## config.mk

```make
export PLATFORM = sky130hd
export DESIGN_NAME = reg_bank_nbit
export DESIGN_NICKNAME = d
export VERILOG_FILES = /design/src/rtl/reg_bank_nbit.sv
export SDC_FILE = /design/constraint.sdc
export NUM_CORES = 1
export LEC_CHECK = 0
export CAP_MARGIN = 10
export CORE_MARGIN = 1
export CORE_UTILIZATION = 29
export DETAILED_ROUTE_END_ITERATION = 8
export PLACE_DENSITY_LB_ADDON = 0.25
export SYNTH_ARGS = -nofsm -noshare
export SYNTH_HDL_FRONTEND = slang
export SYNTH_SLANG_ARGS = --single-unit
```

## constraint.sdc

```tcl
create_clock -name clk -period 2.91 [get_ports clk]
set_input_delay 0.582 -clock clk [delete_from_list [all_inputs] [get_ports clk]]
set_output_delay 0.582 -clock clk [all_outputs]
set_load 0.02 [all_outputs]
```

## src/rtl/reg_bank_nbit.sv

```systemverilog
// General-purpose register bank: one write port with load/inc/dec/clr,
// two combinational read ports, optional bypass and hard-wired zero R0.
module reg_bank_nbit #(
  parameter int WIDTH   = 4,
  parameter int ADDR_W  = 2,
  parameter int BYPASS  = 1,
  parameter int ZERO_R0 = 0
) (
  input  logic              clk,
  input  logic              reset,
  input  logic              we,
  input  logic [1:0]        op,
  input  logic [ADDR_W-1:0] waddr,
  input  logic [WIDTH-1:0]  wdata,
  input  logic [ADDR_W-1:0] raddr_a,
  input  logic [ADDR_W-1:0] raddr_b,
  output logic [WIDTH-1:0]  rdata_a,
  output logic [WIDTH-1:0]  rdata_b,
  output logic              wrap
);

  localparam int NUM_REGS = 2**ADDR_W;

  localparam logic [1:0] OP_LOAD = 2'b00;
  localparam logic [1:0] OP_INC  = 2'b01;
  localparam logic [1:0] OP_DEC  = 2'b10;
  localparam logic [1:0] OP_CLR  = 2'b11;

  logic [WIDTH-1:0] regs_q [NUM_REGS];
  logic [WIDTH-1:0] regs_d [NUM_REGS];
  logic             wrap_q;
  logic             wrap_d;

  logic             wr_en;
  logic [WIDTH-1:0] cur_val;
  logic [WIDTH-1:0] nxt_val;
  logic             nxt_wrap;

  // Writes to a hard-wired R0 are dropped entirely, wrap included.
  assign wr_en = we &&
    !((ZERO_R0 != 0) && (waddr == '0));

  always_comb begin
    cur_val  = regs_q[waddr];
    nxt_val  = cur_val;
    nxt_wrap = 1'b0;
    unique case (op)
      OP_LOAD: nxt_val = wdata;
      OP_INC: begin
        nxt_val  = cur_val + 1'b1;
        nxt_wrap = &cur_val;
      end
      OP_DEC: begin
        nxt_val  = cur_val - 1'b1;
        nxt_wrap = ~|cur_val;
      end
      OP_CLR:  nxt_val = '0;
      default: nxt_val = cur_val;
    endcase
  end

  always_comb begin
    regs_d = regs_q;
    wrap_d = wrap_q;
    if (wr_en) begin
      regs_d[waddr] = nxt_val;
      wrap_d        = nxt_wrap;
    end
  end

  always_ff @(posedge clk or negedge reset) begin
    if (!reset) begin
      for (int i = 0; i < NUM_REGS; i++)
        regs_q[i] <= '0;
      wrap_q <= 1'b0;
    end else begin
      regs_q <= regs_d;
      wrap_q <= wrap_d;
    end
  end

  function automatic logic [WIDTH-1:0] rd_val(
    input logic [ADDR_W-1:0] a,
    input logic              wen,
    input logic [ADDR_W-1:0] wa,
    input logic [WIDTH-1:0]  nv,
    input logic [WIDTH-1:0]  sv
  );
    logic [WIDTH-1:0] r;
    r = sv;
    if ((ZERO_R0 != 0) && (a == '0))
      r = '0;
    else if ((BYPASS != 0) && wen && (a == wa))
      r = nv;
    return r;
  endfunction

  always_comb begin
    rdata_a = rd_val(raddr_a, wr_en, waddr,
                     nxt_val, regs_q[raddr_a]);
    rdata_b = rd_val(raddr_b, wr_en, waddr,
                     nxt_val, regs_q[raddr_b]);
  end

  assign wrap = wrap_q;

endmodule

```

==> flow_summary_export.csv <==
group,metric,value,unit
timing,tightest_slew,0.805,ns
critical_path,worstSetupEndpointType,"primary output",
final_layout,diodes,0,
critical_path,cp.arrival,2.38,ns
synthesis,ys_seq_area_frac,0.320,
placed_design,port_buffers,23,
synthesis,synth_top_family_by_area,"multiplexers",
power_and_ir_drop,p_per_area,579,nW/um^2
synthesis,ys_types,32,
final_layout,area_growth,59.1,%
critical_path,required,2.33,ns
placed_design,place.gp.congestion,0.945,
timing,finalSetupTns,-0.0850,ns
final_layout,fill_cells,427,
clock_tree,cts_root_buf,"clkbuf_8",
synthesis,synthCells,133,
job,drv_cap,0,
clock_tree,cts_sinks,17,
global_routing,grt_use_total,0.183,
synthesis,syn_area_per_cell,10.0,sq um
timing,fin_skew,0.00548,ns
synthesis,syn_area,1330,sq um
critical_path,startpoint_type,"input port",
final_layout,nets,231,
clock_tree,cts_max_level,1,
timing,fmax,0.338,GHz
timing,max_slew_margin,0.462,
global_routing,gr-total-overflow,0,
clock_tree,cts_buffers,3,
global_routing,grt_pass1_vias,1465,
final_layout,drive_above_1_share,0.469,
timing,period_minus_slack,2.96,ns
critical_path,critPathMaxFanout,3,
synthesis,muxShareOfSynthArea,0.227,
outcome,outcome,"finished, violations left",
synthesis,syn_nets,154,
final_layout,ff_latch_area,425,sq um
critical_path,worstSetupPathType,"input port to primary output",
floorplan,io_pins,24,
clock_tree,insertion_delay,0.26,ns
synthesis,synth_compound_area_frac,0.145,
outcome,violations,"setup timing",
final_layout,multi_input_area,935,sq um
global_routing,met1_usage,0.234,
timing,setup_viol,2,
synthesis,synthAdderAreaFrac,0.0564,
routing,vias_per_cell,5.10,
hold_path,min_path_type,"flop to flop",
routing,dr.pass1.iters,4,
global_routing,met3_usage,0.0276,
timing,final-hold-violation-count,0,
timing,fin_crit_sh,1.02,
floorplan,die_w,69.7,microns
synthesis,ys_warn_count,0,
placed_design,hpwl,3250,microns
timing,final_max_slew_viol_count,0,
routing,drt-total-wl,4050,microns
timing,fin_ws,-0.0491,ns
power_and_ir_drop,power,1.23,mW
critical_path,crit_path_max_incr_delay,0.55,ns
routing,drcViolationCount,0,
floorplan,start_util,0.303,
final_layout,final_core_utilization,0.483,
routing,wire_per_inst,15.5,microns
global_routing,grt_busiest_layer,"met2",
routing,detail_route.iter0.violations,39,
critical_path,crit_chain,"buf_8 -> mux4_2 -> ha_4 -> or3_4 -> mux2i_4 -> nor3_2 -> a21oi_2 -> buf_6",
power_and_ir_drop,leakage,0.932,nW
floorplan,die_h,69.7,microns
clock_tree,cts_tree,"built",
synthesis,synth_xor_area_frac,0.0517,
floorplan,core_region_area,4380,sq um
routing,ant_nets,0,
global_routing,met2_usage,0.316,
timing,rsz0062_at_grt,"true",
floorplan,row_count,24,
synthesis,synth-simple-area-share,0.168,
routing,vias,1330,
placed_design,dpl_worst_slack,-1.06,ns
clock_tree,clkSlewWorstSetupHoldPaths,0.06,ns
synthesis,ys_seq_elements,17,
global_routing,grt_pass1_wl,6970,microns
critical_path,crit_slowest_cell,"mux4_2",
global_routing,grt_antenna_before_repair,0,
floorplan,die_area,4860,sq um
global_routing,grt_start_max_net_pins,18,
clock_tree,cts_buffer_depth,2,
power_and_ir_drop,ir_drop,0.268,mV
## state kept, by name, summed over array words and instances, names as in the netlist
name    cells
wrap        1
regs_q     16
## per-stage QoR
step	std cells	hold WS, ns	area (sq um)
2_1_floorplan	133	0.286	1370
3_3_place_gp	253	0.534	2020
3_5_place_dp	253	0.525	2020
4_1_cts	260	0.547	2100
5_1_grt	261	0.596	2120
6_report	261	0.548	2120
## final timing paths
| kind | slack (ns) | from | to | depth (start not counted) |
|---|---|---|---|---|
| min in group asynchronous | 0.79 | reset | regs_q[6] | 1 |
| max in group asynchronous | 1.62 | reset | regs_q[3] | 1 |
| hold reg to reg | 0.55 | regs_q[8] | regs_q[8] | 2 |
| hold / removal | 0.55 | regs_q[8] | regs_q[8] | 2 |
| setup / recovery | -0.05 | waddr[0] | rdata_a[3] | 8 |
| setup reg to reg | 0.47 | regs_q[2] | regs_q[7] | 10 |
## where the power goes
group          switching [mW]  internal [mW]  leakage [nW]
registers              0.0378          0.294         0.210
clock network          0.0803         0.0973        0.0228
logic                   0.324          0.392         0.700
total                   0.442          0.784         0.932
## cell usage in the layout (no fill, tap or decap), types with 2 or more instances in the layout
cell type and n:
a21oi_1 7, a21oi_2 5, a22oi_2 2, a31oi_1 3, buf_2 2, buf_4 55, buf_6 4, clkbuf_2 2
clkbuf_8 3, clkdlybuf4s50_1 10, dfrtp_1 17, dlygate4sd2_1 2, ha_1 2, ha_2 2, ha_4 2, inv_1 2
mux4_2 12, nand2_1 18, nand3_1 3, nand3b_1 2, nor2_1 6, nor2b_1 3, nor3_1 4, nor3_2 2
nor3b_1 2, o21ai_0 11, o21ai_1 4, xnor2_1 5
## synthesized netlist by cell type
cell type,instances,area [sq um]
and2_1,1,6.26
o22ai_1,1,6.26
and4_1,1,8.76
mux4_1,3,78.8
or3_1,1,6.26
nor3_1,6,30.0
a22oi_2,2,25.0
xnor2_2,1,16.3
buf_6,1,11.3
clkbuf_1,3,11.3
nor2_1,6,22.5
a22oi_1,1,7.51
nand3_1,3,15.0
xor2_1,1,8.76
xnor2_1,5,43.8
a21oi_1,12,60.1
nand2b_1,1,6.26
a31oi_1,3,18.8
dfrtp_1,17,425
mux4_2,9,203
o21ai_0,15,75.1
nor4_1,1,6.26
inv_1,3,11.3
nand2_1,18,67.6
and3_1,1,6.26
nor2b_1,3,18.8
nand3b_1,2,15.0
buf_1,1,3.75
ha_1,6,75.1
nor3b_1,2,15.0
buf_2,1,5.00
mux2i_1,2,20.0
## critical path, delay by kind of cell
kind            cells  cell delay [ns]
buf+inv             2             0.21
compound gates      1             0.15
simple gates        2             0.44
mux                 2             0.75
fa+ha+maj           1             0.24
## routing by layer
layer	wire, microns	vias to the layer above
met3	137	5
met4	45	0
met1	1900	651
li1	-	644
met2	1970	30
met5	0	-
## timing repair
action | CTS | global route
endpoints found under the hold margin | 0 | 0
pin swaps | 2 | 5
gates resized for setup | 55 | 14
setup endpoints to repair | 8 | 7
hold buffers | 0 | 0
setup buffers | 3 | 1
## layout make-up
type,instances,share of cell area
multi-input cells,107,0.442
repair buffers,78,0.300
flip-flops and latches,17,0.201
well taps,52,0.0308
clock buffers,4,0.0213
inverters,3,0.00532
## logic make-up (layout without fill, tap and decap cells)
kind of cell               Yosys count  count (layout)
and+or+nand+nor                     46              46
AOI/OAI and AO/OA                   34              34
DFF                                 17              17
muxes                               14              14
buffers and inverters                9              85
xor gates and xnor gates             7               7
adders and majority gates            6               6
(Power assumes the default switching activity.)
